[src/rtl/rv32i_types_pkg.sv]
// Shared types for the RV32I commit path: data word and commit FSM states.
package rv32i_types_pkg;

  typedef logic [31:0] word_t;

  typedef enum logic [1:0] {
    RUN   = 2'd0,
    VWAIT = 2'd1,
    FLUSH = 2'd2,
    HALT  = 2'd3
  } commit_state_t;

endpackage

[src/rtl/commit_retire_ctrl.sv]
// In-order retire controller: scalar RF writeback, redirect/trap flush sequencing,
// vector-commit handshake, sticky halt and 64-bit retired-instruction counter.
module commit_retire_ctrl
  import rv32i_types_pkg::*;
#(
  parameter int unsigned FLUSH_CYCLES = 2
) (
  input  logic        CLK,
  input  logic        nRST,
  input  logic        commit_valid,
  input  logic [4:0]  commit_vd,
  input  word_t       commit_wdata,
  input  logic        commit_wen,
  input  logic        commit_exception,
  input  logic        commit_mispredict,
  input  word_t       commit_pc,
  input  word_t       commit_target,
  input  logic        vcommit_req,
  input  logic        vcommit_done,
  input  logic        halt_instr,
  output logic        rf_wen,
  output logic [4:0]  rf_waddr,
  output word_t       rf_wdata,
  output logic        flush,
  output logic        commit_stall,
  output logic        redirect_valid,
  output word_t       redirect_pc,
  output logic        trap_req,
  output word_t       epc,
  output logic        halted,
  output logic [63:0] instret
);

  // Counter holds remaining FLUSH cycles after the current one.
  localparam logic [3:0] FLUSH_LOAD = 4'(FLUSH_CYCLES - 1);

  commit_state_t state;
  logic [3:0]    flush_cnt;

  assign commit_stall = (state != RUN);
  assign flush        = (state == FLUSH);
  assign halted       = (state == HALT);

  always_ff @(posedge CLK or negedge nRST) begin
    if (!nRST) begin
      state          <= RUN;
      flush_cnt      <= '0;
      instret        <= '0;
      epc            <= '0;
      rf_wen         <= 1'b0;
      rf_waddr       <= '0;
      rf_wdata       <= '0;
      redirect_valid <= 1'b0;
      redirect_pc    <= '0;
      trap_req       <= 1'b0;
    end else begin
      rf_wen         <= 1'b0;
      redirect_valid <= 1'b0;
      trap_req       <= 1'b0;
      case (state)
        RUN: begin
          if (commit_valid) begin
            if (commit_exception) begin
              trap_req  <= 1'b1;
              epc       <= commit_pc;
              flush_cnt <= FLUSH_LOAD;
              state     <= FLUSH;
            end else if (vcommit_req && !commit_mispredict) begin
              state <= VWAIT;
            end else begin
              rf_wen   <= commit_wen && (commit_vd != 5'd0);
              rf_waddr <= commit_vd;
              rf_wdata <= commit_wdata;
              instret  <= instret + 64'd1;
              if (commit_mispredict) begin
                redirect_valid <= 1'b1;
                redirect_pc    <= commit_target;
                flush_cnt      <= FLUSH_LOAD;
                state          <= FLUSH;
              end else if (halt_instr) begin
                state <= HALT;
              end
            end
          end
        end
        VWAIT: begin
          if (vcommit_done) begin
            instret <= instret + 64'd1;
            state   <= RUN;
          end
        end
        FLUSH: begin
          if (flush_cnt == 4'd0) state <= RUN;
          else                   flush_cnt <= flush_cnt - 4'd1;
        end
        HALT:    state <= HALT;
        default: state <= RUN;
      endcase
    end
  end

endmodule
[config.mk]
export PLATFORM = sky130hd
export DESIGN_NAME = commit_retire_ctrl
export DESIGN_NICKNAME = d
export VERILOG_FILES = /design/src/rtl/rv32i_types_pkg.sv /design/src/rtl/commit_retire_ctrl.sv
export SDC_FILE = /design/constraint.sdc
export NUM_CORES = 1
export LEC_CHECK = 0
export CORE_ASPECT_RATIO = 1.5
export CORE_MARGIN = 2
export CORE_UTILIZATION = 44
export CTS_CLUSTER_SIZE = 10
export DETAILED_ROUTE_END_ITERATION = 7
export GPL_ROUTABILITY_DRIVEN = 0
export HOLD_SLACK_MARGIN = 0.12
export MAX_ROUTING_LAYER = met4
export PLACE_DENSITY = 0.8
export SYNTH_ARGS = -nofsm -noshare
export SYNTH_HDL_FRONTEND = slang
export SYNTH_SLANG_ARGS = --single-unit
[constraint.sdc]
create_clock -name CLK -period 2.8 [get_ports CLK]
set_clock_uncertainty 0.2 [all_clocks]
set_input_delay 0.56 -clock CLK [delete_from_list [all_inputs] [get_ports CLK]]
set_output_delay 0.56 -clock CLK [all_outputs]
set_load 0.01 [all_outputs]
==> flow_summary.toml, run 1 <==
[run_status]
status = "completed"

[floorplan]
die_h_um = 162.5
row_count = 57
die_area_um2 = 17820
ioPinCount = 281
core_area_um2 = 16330
die_w_um = 109.7
start_util_pct = 45.11

[worst_setup_path]
ff2ff_path_depth = 7
rrSetupSlack_ns = 0.37
startpoint = "state[0]"
critPathMaxFanout = 9
worst_r2r_startpoint = "state[0]"
required_ns = 2.04
criticalPathCategory = "reg -> out"
critPathArrivalTime_ns = 1.82
critPathCaptureType = "output pin"
cp-start-kind = "flip-flop"

[logic_synthesis]
synth.net_count = 756
async_reset_ff_share_pct = 100.0
synth-compound-area-share_pct = 1.902
synth_simple_gate_area_share_pct = 18.44
yosys.area_share.xor_xnor_pct = 7.490
ys_warn_count = 0
yosysSeqAreaShare_pct = 59.10
syn_inst = 643
synthAdderAreaFrac_pct = 0.5095
synth-edff-count = 0
syn_area_um2 = 7367
synth_top_area_share_pct = 59.10
synthTopCellsByArea = "dfrtp_1 (59%), mux2_2 (11%), nand2_1 (6.6%)"
synthFlopType = "dfrtp_1"
synth_top_area_cell = "dfrtp_1"
synthMuxAreaShare_pct = 10.84
synth.avg_cell_area_um2 = 11.46
synth_cell_types = 43
ys_ff_latch = 174
synth_top_family_by_area = "simple AND/OR/NAND/NOR gates"

[global_routing]
antenna_found_initial = 0
met2_usage_pct = 42.73
grt_first_pass_wirelength_mm = 31.31
grt_pass1_vias = 6013
overflow = 0
grtUsageMet1_pct = 24.83
met3_usage_pct = 4.682
grt_usage_pct = 23.55
grt_max_degree = 64
busiest_layer = "met2"

[placement]
dpl.hpwl_mm = 15.49
portBuffers = 280
dp.cells = 1135
dp_slack_ns = -0.1194

[cts]
clock-root-buffer = "clkbuf_16"
max-clock-path-buffers = 2
clkSinkCount = 174
htreeDepth = 4
cts_tree = "done"
cts_made_buffers = 17
clkTransAtPathRegs_ns = 0.07
clk-insertion-delay-late_ns = 0.42

[drt]
drc = 0
drt_wl_total_mm = 20.53
viasPerCell = 5.164
antenna_left = 0
vias = 6032
avgRoutedWirePerCell_um = 17.58
drt_iter0_drc = 242
dr.pass1.iters = 4

[sta]
fin_crit_ns = 2.578
min_period_over_period_pct = 92.07
holdWs_ns = 0.2732
relSlewSlack_pct = 69.97
rsz0062_at_grt = "no"
finalSetupTns_ns = 0
timing.fmax_mhz = 387.9
setup_slack_ns = 0.2220
worstMarginPinSlew_ns = 0.4494
drv_slew = 0
hold_viol_final = 0
setup-violations-final = 0

[final_layout]
stdcell_count = 1168
nFillCells = 1255
area.growth.synth_to_final_pct = 51.82
nets = 1062
drive_above_1_share_pct = 14.66
multi_input_area_um2 = 2892
regArea_um2 = 4354
antenna_cells = 0

[power_and_ir_drop]
p_per_area_nw_per_um2 = 876.2
totalPowerFinal_mw = 9.799
peakVddDrop_mv = 0.5011
leakagePower_nw = 4.953

[min_path]
min_from = "redirect_pc[3]"
min_path_cells = 2
min_path_type = "reg -> reg"

[flow_run]
cap_violations = 0
-- where the power goes --
group          switching [mW]  internal, mW
Sequential              0.484          3.34
Clock                    1.08          1.27
Combinational            1.43          2.20
Total                    2.99          6.81
-- layout make-up --
| class | count | area share, % |
|---|---|---|
| timing repair buffer | 307 | 27.35 |
| clock inverter | 14 | 1.354 |
| multi-input combinational | 438 | 25.85 |
| tap | 206 | 2.305 |
| clock buffer | 18 | 3.837 |
| sequential | 174 | 38.93 |
| inverter | 11 | 0.3692 |
-- metrics by stage --
stage,utilization (%),area [um2]
CTS,68.48,11180
detailed placement,64.87,10590
global route,68.48,11180
global placement,64.87,10590
floorplan,-,7367
finish,68.48,11180
-- cell usage after synthesis, types with 2 or more instances --
cell and number:
nor3_2 4, o21bai_1 2, nor3_1 30, and3_1 8
o21ai_0 3, nand3_1 20, buf_2 2, dfrtp_1 174
nand2b_1 2, buf_1 4, xor2_1 48, ha_1 3
nand4b_1 2, nor2_1 35, xnor2_1 15, or2_2 2
and4_1 5, a21oi_1 2, nor4_1 7, and2_1 7
mux2_2 70, nand2_1 129, clkbuf_1 13, inv_1 11
a22o_1 2, nand4_1 26
-- worst max-delay path, stage by stage (launching register included) --
cell	delay (ns)
dfrtp_1	0.46
nand2b_1	0.28
inv_1	0.10
clkdlybuf4s50_1	0.57
-- sequential cells by signal, summed over array words and instances (netlist names), 2 cells and up --
name and flops:
epc 32, flush_cnt 4, instret 64, redirect_pc 32
rf_waddr 5, rf_wdata 32, state 2
-- final timing paths --
kind | endpoint
worst min-delay path | redirect_pc[3]
min in group asynchronous | instret[24]
worst max register to register | instret[31]
max in group asynchronous | redirect_pc[26]
worst max-delay path | flush
worst min register to register | redirect_pc[3]
-- layout by cell type, fill, tap and decap left out, drive strengths merged, types with 3 or more instances in the layout --
| cell type | synthesis | final |
|---|---|---|
| clkdlybuf4s50 | 0 | 279 |
| clkinvlp | 0 | 3 |
| nor4 | 8 | 8 |
| inv | 11 | 19 |
| o21ai | 3 | 3 |
| nor3 | 34 | 34 |
| dfrtp | 174 | 174 |
| xnor2 | 15 | 15 |
| buf | 7 | 27 |
| ha | 3 | 3 |
| nand2 | 130 | 130 |
| nand3 | 20 | 20 |
| and3 | 8 | 8 |
| mux2 | 70 | 70 |
| nand4 | 26 | 26 |
| xor2 | 48 | 48 |
| nor2 | 35 | 35 |
| clkbuf | 13 | 18 |
| and2 | 7 | 7 |
| and4 | 5 | 5 |
-- logic make-up after synthesis --
family                     count (synthesis)
adders and majority gates                  3
buffers and inverters                     31
muxes                                     71
DFF                                      174
AOI/OAI and AO/OA                         16
xor gates and xnor gates                  63
and+or+nand+nor                          285
-- what timing repair did --
item                                   CTS  global route
hold buffers                             1             0
resized for setup                        0             0
buffers inserted                         0             0
endpoints found under the hold margin   42             0
-- metal layers --
| layer | up-vias | wire length (um) |
|---|---|---|
| met3 | 39 | 1313 |
| met2 | 256 | 11180 |
| met1 | 2934 | 7479 |
| met5 | - | 0 |
| met4 | 0 | 555 |
| li1 | 2803 | - |
No activity file was read; power rests on OpenSTA's default activity.
==> run 2, diff against run 1 <==
--- a/config.mk
+++ b/config.mk
@@ -12,7 +12,6 @@
 export DETAILED_ROUTE_END_ITERATION = 7
 export GPL_ROUTABILITY_DRIVEN = 0
 export HOLD_SLACK_MARGIN = 0.12
-export MAX_ROUTING_LAYER = met4
 export PLACE_DENSITY = 0.8
 export SYNTH_ARGS = -nofsm -noshare
 export SYNTH_HDL_FRONTEND = slang
==> constraint.sdc (replaced) <==
create_clock -name CLK -period 2.46 [get_ports CLK]
set_clock_uncertainty 0.2 [all_clocks]
set_input_delay 0.492 -clock CLK [delete_from_list [all_inputs] [get_ports CLK]]
set_output_delay 0.492 -clock CLK [all_outputs]
set_load 0.01 [all_outputs]
==> flow_summary.toml, run 2 (synthesis gave the netlist of run 1 again) <==
[run_status]
status = "completed"

[drt]
vias = 6021
avgRoutedWirePerCell_um = 17.27
drc = 0
drt_wl_total_mm = 20.60
dr.pass1.iters = 4
drt_iter0_drc = 193
viasPerCell = 5.047
antenna_left = 0

[sta]
fin_crit_ns = 2.382
finalSetupTns_ns = 0
relSlewSlack_pct = 69.86
timing.fmax_mhz = 419.8
worstMarginPinSlew_ns = 0.4521
rsz0062_at_grt = "no"
hold_viol_final = 0
setup-violations-final = 0
min_period_over_period_pct = 96.83
drv_slew = 0

[floorplan]
die_h_um = 162.5
die_w_um = 109.7
row_count = 57
ioPinCount = 281
die_area_um2 = 17820
start_util_pct = 45.11
core_area_um2 = 16330

[power_and_ir_drop]
p_per_area_nw_per_um2 = 977.2
leakagePower_nw = 5.086
p_seq_share_pct = 38.8
swShare_pct = 30.65
p_sw_mw = 3.408
totalPowerFinal_mw = 11.12
peakVddDrop_mv = 0.6488
p_int_mw = 7.711
clkPwrFrac_pct = 22.8
combinationalPowerShare_pct = 38.4

[global_routing]
grt_pass1_vias = 5822
antenna_found_initial = 0
grt_usage_pct = 23.05
grt_first_pass_wirelength_mm = 31.43
overflow = 0
grt_max_degree = 59

[worst_setup_path]
ff2ff_path_depth = 6
criticalPathCategory = "in -> reg"
rrSetupSlack_ns = 0.13
crit_path_top_delay_cell = "or4b_1"
crit_buf_inv = 2
critPathMaxFanout = 17
required_ns = 2.60
cp_slowest_stage_delay_ns = 0.49
worst_r2r_startpoint = "state[0]"
critPathArrivalTime_ns = 2.52
critPathCaptureType = "flip-flop"
cp-start-kind = "input port"
crit_chain = "clkdlybuf4s50_1 > nand2b_1 > a2111oi_4 > or4b_1 > buf_6 > nor4_2 > xor2_1"
r2r_end = "instret[55]"
critPathTopFamily = "simple AND/OR/NAND/NOR gates"

[min_path]
min_path_cells = 2
holdPathEnd = "redirect_pc[24]"
min_path_type = "reg -> reg"
min_from = "redirect_pc[24]"

[final_layout]
area.growth.synth_to_final_pct = 54.43
antenna_cells = 0
final_util_pct = 69.66
final_cell_mix = "clkdlybuf4s50_1 (277), dfrtp_1 (174), nand2_1 (129), mux2_2 (70), xor2_1 (48)"
stdcell_count = 1193
largest_reg_flops = 64
regMostFlops = "instret"
final_common_cell = "clkdlybuf4s50_1"
drive_above_1_share_pct = 17.02
nets = 1087

[cts]
clkTransAtPathRegs_ns = 0.07
clock-root-buffer = "clkbuf_16"
clkSinkCount = 174
cts_tree = "done"
cts_made_buffers = 17
htreeDepth = 4
clk-insertion-delay-late_ns = 0.41
max-clock-path-buffers = 2

[flow_run]
cap_violations = 0

[placement]
portBuffers = 280
dp.cells = 1160
dpl.hpwl_mm = 15.66
[run 2: cell count changes in the layout (fill, tap and decap cells not counted), sizes merged]
cell / change
buf: +25
bufinv: -1
clkdlybuf4s50: -2
dlygate4sd2: +2
inv: +1
clkinvlp: -1
clkinv: +1
[run 2: power by group through the flow]
stage,Sequential [mW],Clock (mW),Combinational (mW)
after floorplan,4.78,0,1.21
after global placement,4.31,0,4.23
after detailed placement,4.38,0,4.32
after CTS,4.32,2.60,4.32
after global routing,4.43,2.71,4.57
final,4.31,2.54,4.27
[run 2: metal layers]
layer  share of wire [%]  track usage [%]
met1                  36            25.62
met3                 6.8            5.402
met4                 2.9            8.861
met5                   0                0
met2                  54            41.78
[run 2: cell type report]
type	count	area (um2)
Inverter	11	41.29
Sequential cell	174	4354
Clock inverter	14	122.6
Multi-Input combinational cell	438	2899
Timing Repair Buffer	332	3273
Fill cell	1203	4955
Tap cell	206	257.7
Clock buffer	18	429.2
[run 2: per-stage QoR]
step                setup slack [ns]  hold slack [ns]  cell area [um2]
floorplan                     0.1098        -0.003591             7367
global placement             -0.3322           0.2528            10810
detailed placement           -0.3669           0.2614            10810
CTS                          0.06858           0.2787            11370
global route                0.008676           0.2900            11380
finish                       0.07797           0.2756            11380
[run 2: how the worst max path moves through the flow]
stage	from	to	slack, ns	cells past startpoint
floorplan	state[0]	instret[57]	0.11	7
detailed placement	commit_valid	instret[55]	-0.37	7
global route	commit_valid	instret[55]	0.009	7
finish	commit_valid	instret[55]	0.08	7
global placement	commit_valid	instret[47]	-0.33	7
CTS	commit_valid	instret[63]	0.07	7
[run 2: timing repair]
item	in CTS	in global routing
hold buffers	1	0
setup endpoints to repair	2	4
buffers inserted	0	0
gates resized for setup	3	2
hold endpoints to repair	43	0
[run 2: tightest hold or removal path, stage by stage (launching register included)]
cell and delay [ns]:
dfrtp_1 0.34, nand2_1 0.05, nand2_1 0.05
